==> src/rtl/axi_dma_wr_simple.sv <==
// Stream-to-memory AXI4 write DMA. A command is split into INCR bursts that
// stay within MAX_BURST_LEN beats and a 4 KB page; one AW/W/B is in flight.

module axi_dma_wr_simple #(
  parameter int DATA_WIDTH    = 32,
  parameter int ADDR_WIDTH    = 16,
  parameter int STRB_WIDTH    = DATA_WIDTH/8,
  parameter int ID_WIDTH      = 8,
  parameter int AXI_ID        = 0,
  parameter int MAX_BURST_LEN = 16,
  parameter int LEN_WIDTH     = 16
) (
  input  logic                  clk,
  input  logic                  rst_n,
  input  logic [ADDR_WIDTH-1:0] cmd_addr,
  input  logic [LEN_WIDTH-1:0]  cmd_len,
  input  logic                  cmd_valid,
  output logic                  cmd_ready,
  input  logic [DATA_WIDTH-1:0] s_axis_tdata,
  input  logic                  s_axis_tvalid,
  output logic                  s_axis_tready,
  output logic                  busy,
  output logic                  done,
  output logic                  error,
  output logic [ID_WIDTH-1:0]   m_axi_awid,
  output logic [ADDR_WIDTH-1:0] m_axi_awaddr,
  output logic [7:0]            m_axi_awlen,
  output logic [2:0]            m_axi_awsize,
  output logic [1:0]            m_axi_awburst,
  output logic                  m_axi_awlock,
  output logic [3:0]            m_axi_awcache,
  output logic [2:0]            m_axi_awprot,
  output logic                  m_axi_awvalid,
  input  logic                  m_axi_awready,
  output logic [DATA_WIDTH-1:0] m_axi_wdata,
  output logic [STRB_WIDTH-1:0] m_axi_wstrb,
  output logic                  m_axi_wlast,
  output logic                  m_axi_wvalid,
  input  logic                  m_axi_wready,
  input  logic [ID_WIDTH-1:0]   m_axi_bid,
  input  logic [1:0]            m_axi_bresp,
  input  logic                  m_axi_bvalid,
  output logic                  m_axi_bready
);

  localparam int SIZE = (STRB_WIDTH > 1) ? $clog2(STRB_WIDTH) : 0;
  localparam logic [ADDR_WIDTH-1:0] ALIGN_MASK = ~(ADDR_WIDTH'(STRB_WIDTH - 1));

  typedef enum logic [1:0] {IDLE, AW, W, B} state_t;

  state_t                state_q, state_d;
  logic [ADDR_WIDTH-1:0] addr_q, addr_d;
  logic [LEN_WIDTH-1:0]  remaining_q, remaining_d;
  logic [8:0]            beats_q, beats_d;
  logic [7:0]            beat_cnt_q, beat_cnt_d;
  logic                  awvalid_q, awvalid_d;
  logic                  busy_q, busy_d;
  logic                  done_q, done_d;
  logic                  error_q, error_d;
  logic                  unused_bid;

  // Beats for the next burst: limited by words left, MAX_BURST_LEN and room to the 4 KB page end.
  function automatic logic [8:0] burst_beats(input logic [ADDR_WIDTH-1:0] addr,
                                             input logic [LEN_WIDTH-1:0]  rem);
    logic [31:0] lim;
    logic [31:0] room;
    lim = 32'(rem);
    if (lim > 32'(MAX_BURST_LEN)) lim = 32'(MAX_BURST_LEN);
    room = (32'd4096 - (32'(addr) & 32'h0000_0FFF)) >> SIZE;
    if (ADDR_WIDTH > 12 && room < lim) lim = room;
    return 9'(lim);
  endfunction

  always_comb begin
    state_d     = state_q;
    addr_d      = addr_q;
    remaining_d = remaining_q;
    beats_d     = beats_q;
    beat_cnt_d  = beat_cnt_q;
    awvalid_d   = awvalid_q;
    busy_d      = busy_q;
    done_d      = 1'b0;
    error_d     = error_q;
    case (state_q)
      IDLE: begin
        busy_d = 1'b0;
        if (cmd_valid && cmd_ready) begin
          addr_d      = cmd_addr & ALIGN_MASK;
          remaining_d = cmd_len;
          error_d     = 1'b0;
          busy_d      = 1'b1;
          if (cmd_len == '0) begin
            done_d = 1'b1;
          end else begin
            beats_d   = burst_beats(cmd_addr & ALIGN_MASK, cmd_len);
            awvalid_d = 1'b1;
            state_d   = AW;
          end
        end
      end
      AW: begin
        if (m_axi_awready) begin
          awvalid_d  = 1'b0;
          beat_cnt_d = 8'(beats_q - 9'd1);
          state_d    = W;
        end
      end
      W: begin
        if (s_axis_tvalid && m_axi_wready) begin
          if (beat_cnt_q == 8'd0) begin
            remaining_d = remaining_q - LEN_WIDTH'(beats_q);
            addr_d      = addr_q + ADDR_WIDTH'(32'(beats_q) << SIZE);
            state_d     = B;
          end else begin
            beat_cnt_d = beat_cnt_q - 8'd1;
          end
        end
      end
      B: begin
        if (m_axi_bvalid) begin
          if (m_axi_bresp != 2'b00) error_d = 1'b1;
          if (remaining_q == '0) begin
            done_d  = 1'b1;
            busy_d  = 1'b0;
            state_d = IDLE;
          end else begin
            beats_d   = burst_beats(addr_q, remaining_q);
            awvalid_d = 1'b1;
            state_d   = AW;
          end
        end
      end
      default: state_d = IDLE;
    endcase
  end

  always_ff @(posedge clk or negedge rst_n) begin
    if (!rst_n) begin
      state_q     <= IDLE;
      addr_q      <= '0;
      remaining_q <= '0;
      beats_q     <= '0;
      beat_cnt_q  <= '0;
      awvalid_q   <= 1'b0;
      busy_q      <= 1'b0;
      done_q      <= 1'b0;
      error_q     <= 1'b0;
    end else begin
      state_q     <= state_d;
      addr_q      <= addr_d;
      remaining_q <= remaining_d;
      beats_q     <= beats_d;
      beat_cnt_q  <= beat_cnt_d;
      awvalid_q   <= awvalid_d;
      busy_q      <= busy_d;
      done_q      <= done_d;
      error_q     <= error_d;
    end
  end

  // Every channel transfers on a cycle where valid && ready; a raised valid holds
  // its payload until that cycle. The W channel is a direct pass-through of the
  // stream while a burst is open, so tvalid/tready inherit the same rule.
  // busy_q blocks a new accept during the done cycle of a zero-length command.
  assign cmd_ready     = (state_q == IDLE) && !busy_q;
  assign busy          = busy_q;
  assign done          = done_q;
  assign error         = error_q;

  assign m_axi_awid    = ID_WIDTH'(AXI_ID);
  assign m_axi_awaddr  = addr_q;
  assign m_axi_awlen   = 8'(beats_q - 9'd1);
  assign m_axi_awsize  = 3'(SIZE);
  assign m_axi_awburst = 2'b01;
  assign m_axi_awlock  = 1'b0;
  assign m_axi_awcache = 4'b0011;
  assign m_axi_awprot  = 3'b000;
  assign m_axi_awvalid = awvalid_q;

  assign m_axi_wdata   = s_axis_tdata;
  assign m_axi_wstrb   = '1;
  assign m_axi_wvalid  = (state_q == W) && s_axis_tvalid;
  assign s_axis_tready = (state_q == W) && m_axi_wready;
  assign m_axi_wlast   = (state_q == W) && (beat_cnt_q == 8'd0);

  assign m_axi_bready  = (state_q == B);
  assign unused_bid    = ^m_axi_bid;

endmodule

==> config.mk <==
export PLATFORM = sky130hd
export DESIGN_NAME = axi_dma_wr_simple
export DESIGN_NICKNAME = d
export VERILOG_FILES = /design/src/rtl/axi_dma_wr_simple.sv
export SDC_FILE = /design/constraint.sdc
export NUM_CORES = 1
export LEC_CHECK = 0
export BUFFER_PORTS_ARGS = -buffer_cell sky130_fd_sc_hd__buf_2
export CORE_MARGIN = 3
export CORE_UTILIZATION = 38
export CTS_CLUSTER_SIZE = 40
export DETAILED_ROUTE_END_ITERATION = 7
export GPL_TIMING_DRIVEN = 0
export MAX_ROUTING_LAYER = met4
export SYNTH_ARGS = -nofsm -noshare
export SYNTH_HDL_FRONTEND = slang
export SYNTH_SLANG_ARGS = --single-unit
==> constraint.sdc <==
create_clock -name clk -period 3.5 [get_ports clk]
set_clock_uncertainty 0.1 [all_clocks]
set_input_delay 0.7 -clock clk [delete_from_list [all_inputs] [get_ports clk]]
set_output_delay 0.7 -clock clk [all_outputs]
set_load 0.03 [all_outputs]
==> reports/qor.yml <==
outcome: "finished, final reports clean"
dieArea_sq_mm: 0.01498
period_share: 0.9750
grt.total_usage: 0.2111
numPortBuffers: 101
root_buffer: "clkbuf_16"
firstDrtPassIters: 4
crit_path_top_delay_cell: "or4_4"
dp.final_hpwl_mm: 12.47
crit_arrival_ns: 3.47
yosysWarnings: 0
cp_top_family: "simple AND/OR/NAND/NOR gates"
vdd_drop_max_mv: 0.3848
power.share.clock: 0.079
p_sw_mw: 3.472
worstPathCellList: "or3_4 -> or4_4 -> nor4_4 -> xnor2_1 -> ha_1 -> and3_4 -> o2111ai_1 -> nor2_1 -> a221oi_2 -> and2_1 -> a221oi_1 -> a21oi_1"
dp.cells: 939
overflow: 0
cts_buffer_depth: 2
critPathKind: "flip-flop to flip-flop"
drt-total-wl_mm: 15.82
die_w_microns: 122.4
cts_tree: "built"
endpoint_kind: "flip-flop"
min_path_type: "input pin to async pin"
internal_power_mw: 2.968
grt_pass1_wl_mm: 24.30
p_comb_frac: 0.708
wl_per_cell_microns: 16.51
worst_slack_ns: 0.08767
setup_viol: 0
gp_congestion: 0.9649
critical-path-max-stage-delay_ns: 0.46
final_util: 0.4926
viasPerCell: 5.378
tightest_slew_ns: 0.7221
io_pins: 171
pwr_density_cell_mw_per_mm2: 1011
sw_frac_of_total: 0.5391
maxSlewViolCount: 0
clk_latency_ns: 0.30
drive_gt1_frac: 0.2850
relSlewSlack: 0.5186
finalNonFillerCells: 958
dominantRegCellSynth: "dfrtp_1"
clock_sinks: 53
ant_nets: 0
syn-instance-count: 629
n_fill_cell: 1283
rows: 41
htreeDepth: 2
drv_cap: 0
startpoint_type: "flip-flop"
synth_edf_count: 0
grt_pass1_vias: 4770
synth-async-reset-ratio: 1.000
rsz0062_at_grt: "true"
diodes: 0
period_needed_ns: 3.412
antenna_found_initial: 0
synth_cell_types: 61
power_frac_seq: 0.212
worst-path-buf-inv: 0
synth.cell_area_sq_mm: 0.005149
hold_buffers: 0
ys_ff_latch: 53
finalNetCount: 916
worstPathMaxFanout: 4
hold_violations: 0
pre_cts_ws_ns: -0.6085
cts_made_buffers: 5
die_height_microns: 122.4
synthToLayoutAreaGrowth_pct: 23.69
fmax_ghz: 0.2931
grt_max_degree: 54
p_leak_nw: 2.984
synth_seq_area_share: 0.2576
drt_iter0_drc: 369
required_ns: 3.56
synth.avg_cell_area_sq_um: 8.186
via_count: 5152
drc: 0
core_sq_mm: 0.01293
initial_utilization: 0.3983
clk_pin_slew_ns: 0.07
## synth_stat cells (all sizes together), types with 12 or more instances
cell	instances	area share
a21oi	57	0.057
buf	67	0.097
dfrtp	53	0.26
ha	48	0.12
inv	32	0.023
mux2i	15	0.029
nand2	57	0.042
nand3	20	0.019
nor2	36	0.026
nor3	21	0.020
o21ai	41	0.040
o22ai	15	0.018
xnor2	19	0.032
xor2	12	0.020
## layout by cell type (no fill, tap or decap), types with 6 or more instances in the layout
cell type	Yosys	final
o22ai_1	15	15
nand3_1	20	20
o31ai_1	6	6
o221ai_1	6	6
o21ai_0	41	41
dfrtp_1	53	49
and2_1	7	7
nand2_1	56	55
nor2b_1	8	8
mux2i_1	15	15
ha_1	48	46
xor2_1	12	12
nor3_1	21	21
clkbuf_1	10	9
nor2_1	36	35
a21oi_2	2	6
or3_1	9	8
conb_1	2	39
a21oi_1	55	51
inv_1	32	32
xnor2_1	19	19
buf_2	3	104
buf_4	63	74
nand2b_1	8	8
## layout make-up
cell class                      instances  area (sq um)  area share
Sequential cell                        53          1331      0.2090
Tap cell                              172         215.2     0.03379
Clock buffer                            6         128.9     0.02024
Timing Repair Buffer                  113         595.6     0.09352
Inverter                               32         120.1     0.01886
Clock inverter                          2         15.01    0.002358
Multi-Input combinational cell        504          3425      0.5377
Buffer                                 76         538.0     0.08448
## worst paths after layout
check	start	to	slack, ns	cells after the start
max in group asynchronous	rst_n	m_axi_awaddr[5]	2.44	1
worst min register to register	m_axi_awvalid	m_axi_awvalid	0.43	2
worst max-delay path	m_axi_awaddr[6]	beats_q[5]	0.09	12
worst min-delay path	rst_n	m_axi_awaddr[14]	0.35	1
min in group clk	m_axi_awvalid	m_axi_awvalid	0.43	2
worst max register to register	m_axi_awaddr[6]	beats_q[5]	0.09	12
## metal layers
layer	track usage	routed length (microns)
met1	0.2865	7149
met2	0.3432	7340
met3	0.02074	1093
met4	0.04759	238
met5	-	0
## state kept, by name, indices dropped and copies added, names as in the netlist
register and cells:
busy 1, remaining_q 16, m_axi_awaddr 14, state_q 2, error 1, m_axi_awvalid 1
beats_q 9, beat_cnt_q 8, done 1
## power by group through the flow
stage	logic, mW	clock network (mW)	registers, mW
finish	4.56	0.510	1.37
global route	5.05	0.543	1.41
CTS	4.37	0.522	1.35
detailed placement	4.34	0	1.36
global placement	4.23	0	1.35
floorplan	3.11	0	1.41
## what timing repair did
action                     4_1_cts  5_1_grt
gates cloned                     0        1
gates resized for setup          2       27
setup buffers                    1       10
pin swaps                        1        8
setup endpoints to repair        6       11
## worst register-to-register path, delay by kind of cell, from the launching register on
kind	cells	cell delay, ns
DFF	1	0.44
xor gates and xnor gates	1	0.11
and+or+nand+nor	6	1.62
adders and majority gates	1	0.31
AOI/OAI and AO/OA	4	0.69
## cells by family after synthesis
kind of cell	count (synthesis)	synth area share
compound gates	169	0.2083
xor+xnor	31	0.05273
fa+ha+maj	50	0.1244
buf+inv	109	0.1276
flops	53	0.2576
mux	16	0.03135
other cells	2	0.001459
simple gates	199	0.1966
## metrics by stage
stage / TNS, ns / total power [mW] / hold slack [ns] / instance area [sq um]
after detailed placement: -3.586 / 5.701 / 0.4061 / 6008
after global placement: -3.131 / 5.585 / 0.4018 / 6008
after global routing: -0.01299 / 7.004 / 0.4015 / 6369
final: 0 / 6.440 / 0.3469 / 6369
after floorplan: 0 / 4.523 / 0.3044 / 5288
after CTS: 0 / 6.240 / 0.4258 / 6168
No activity file was read; power rests on OpenSTA's default activity.
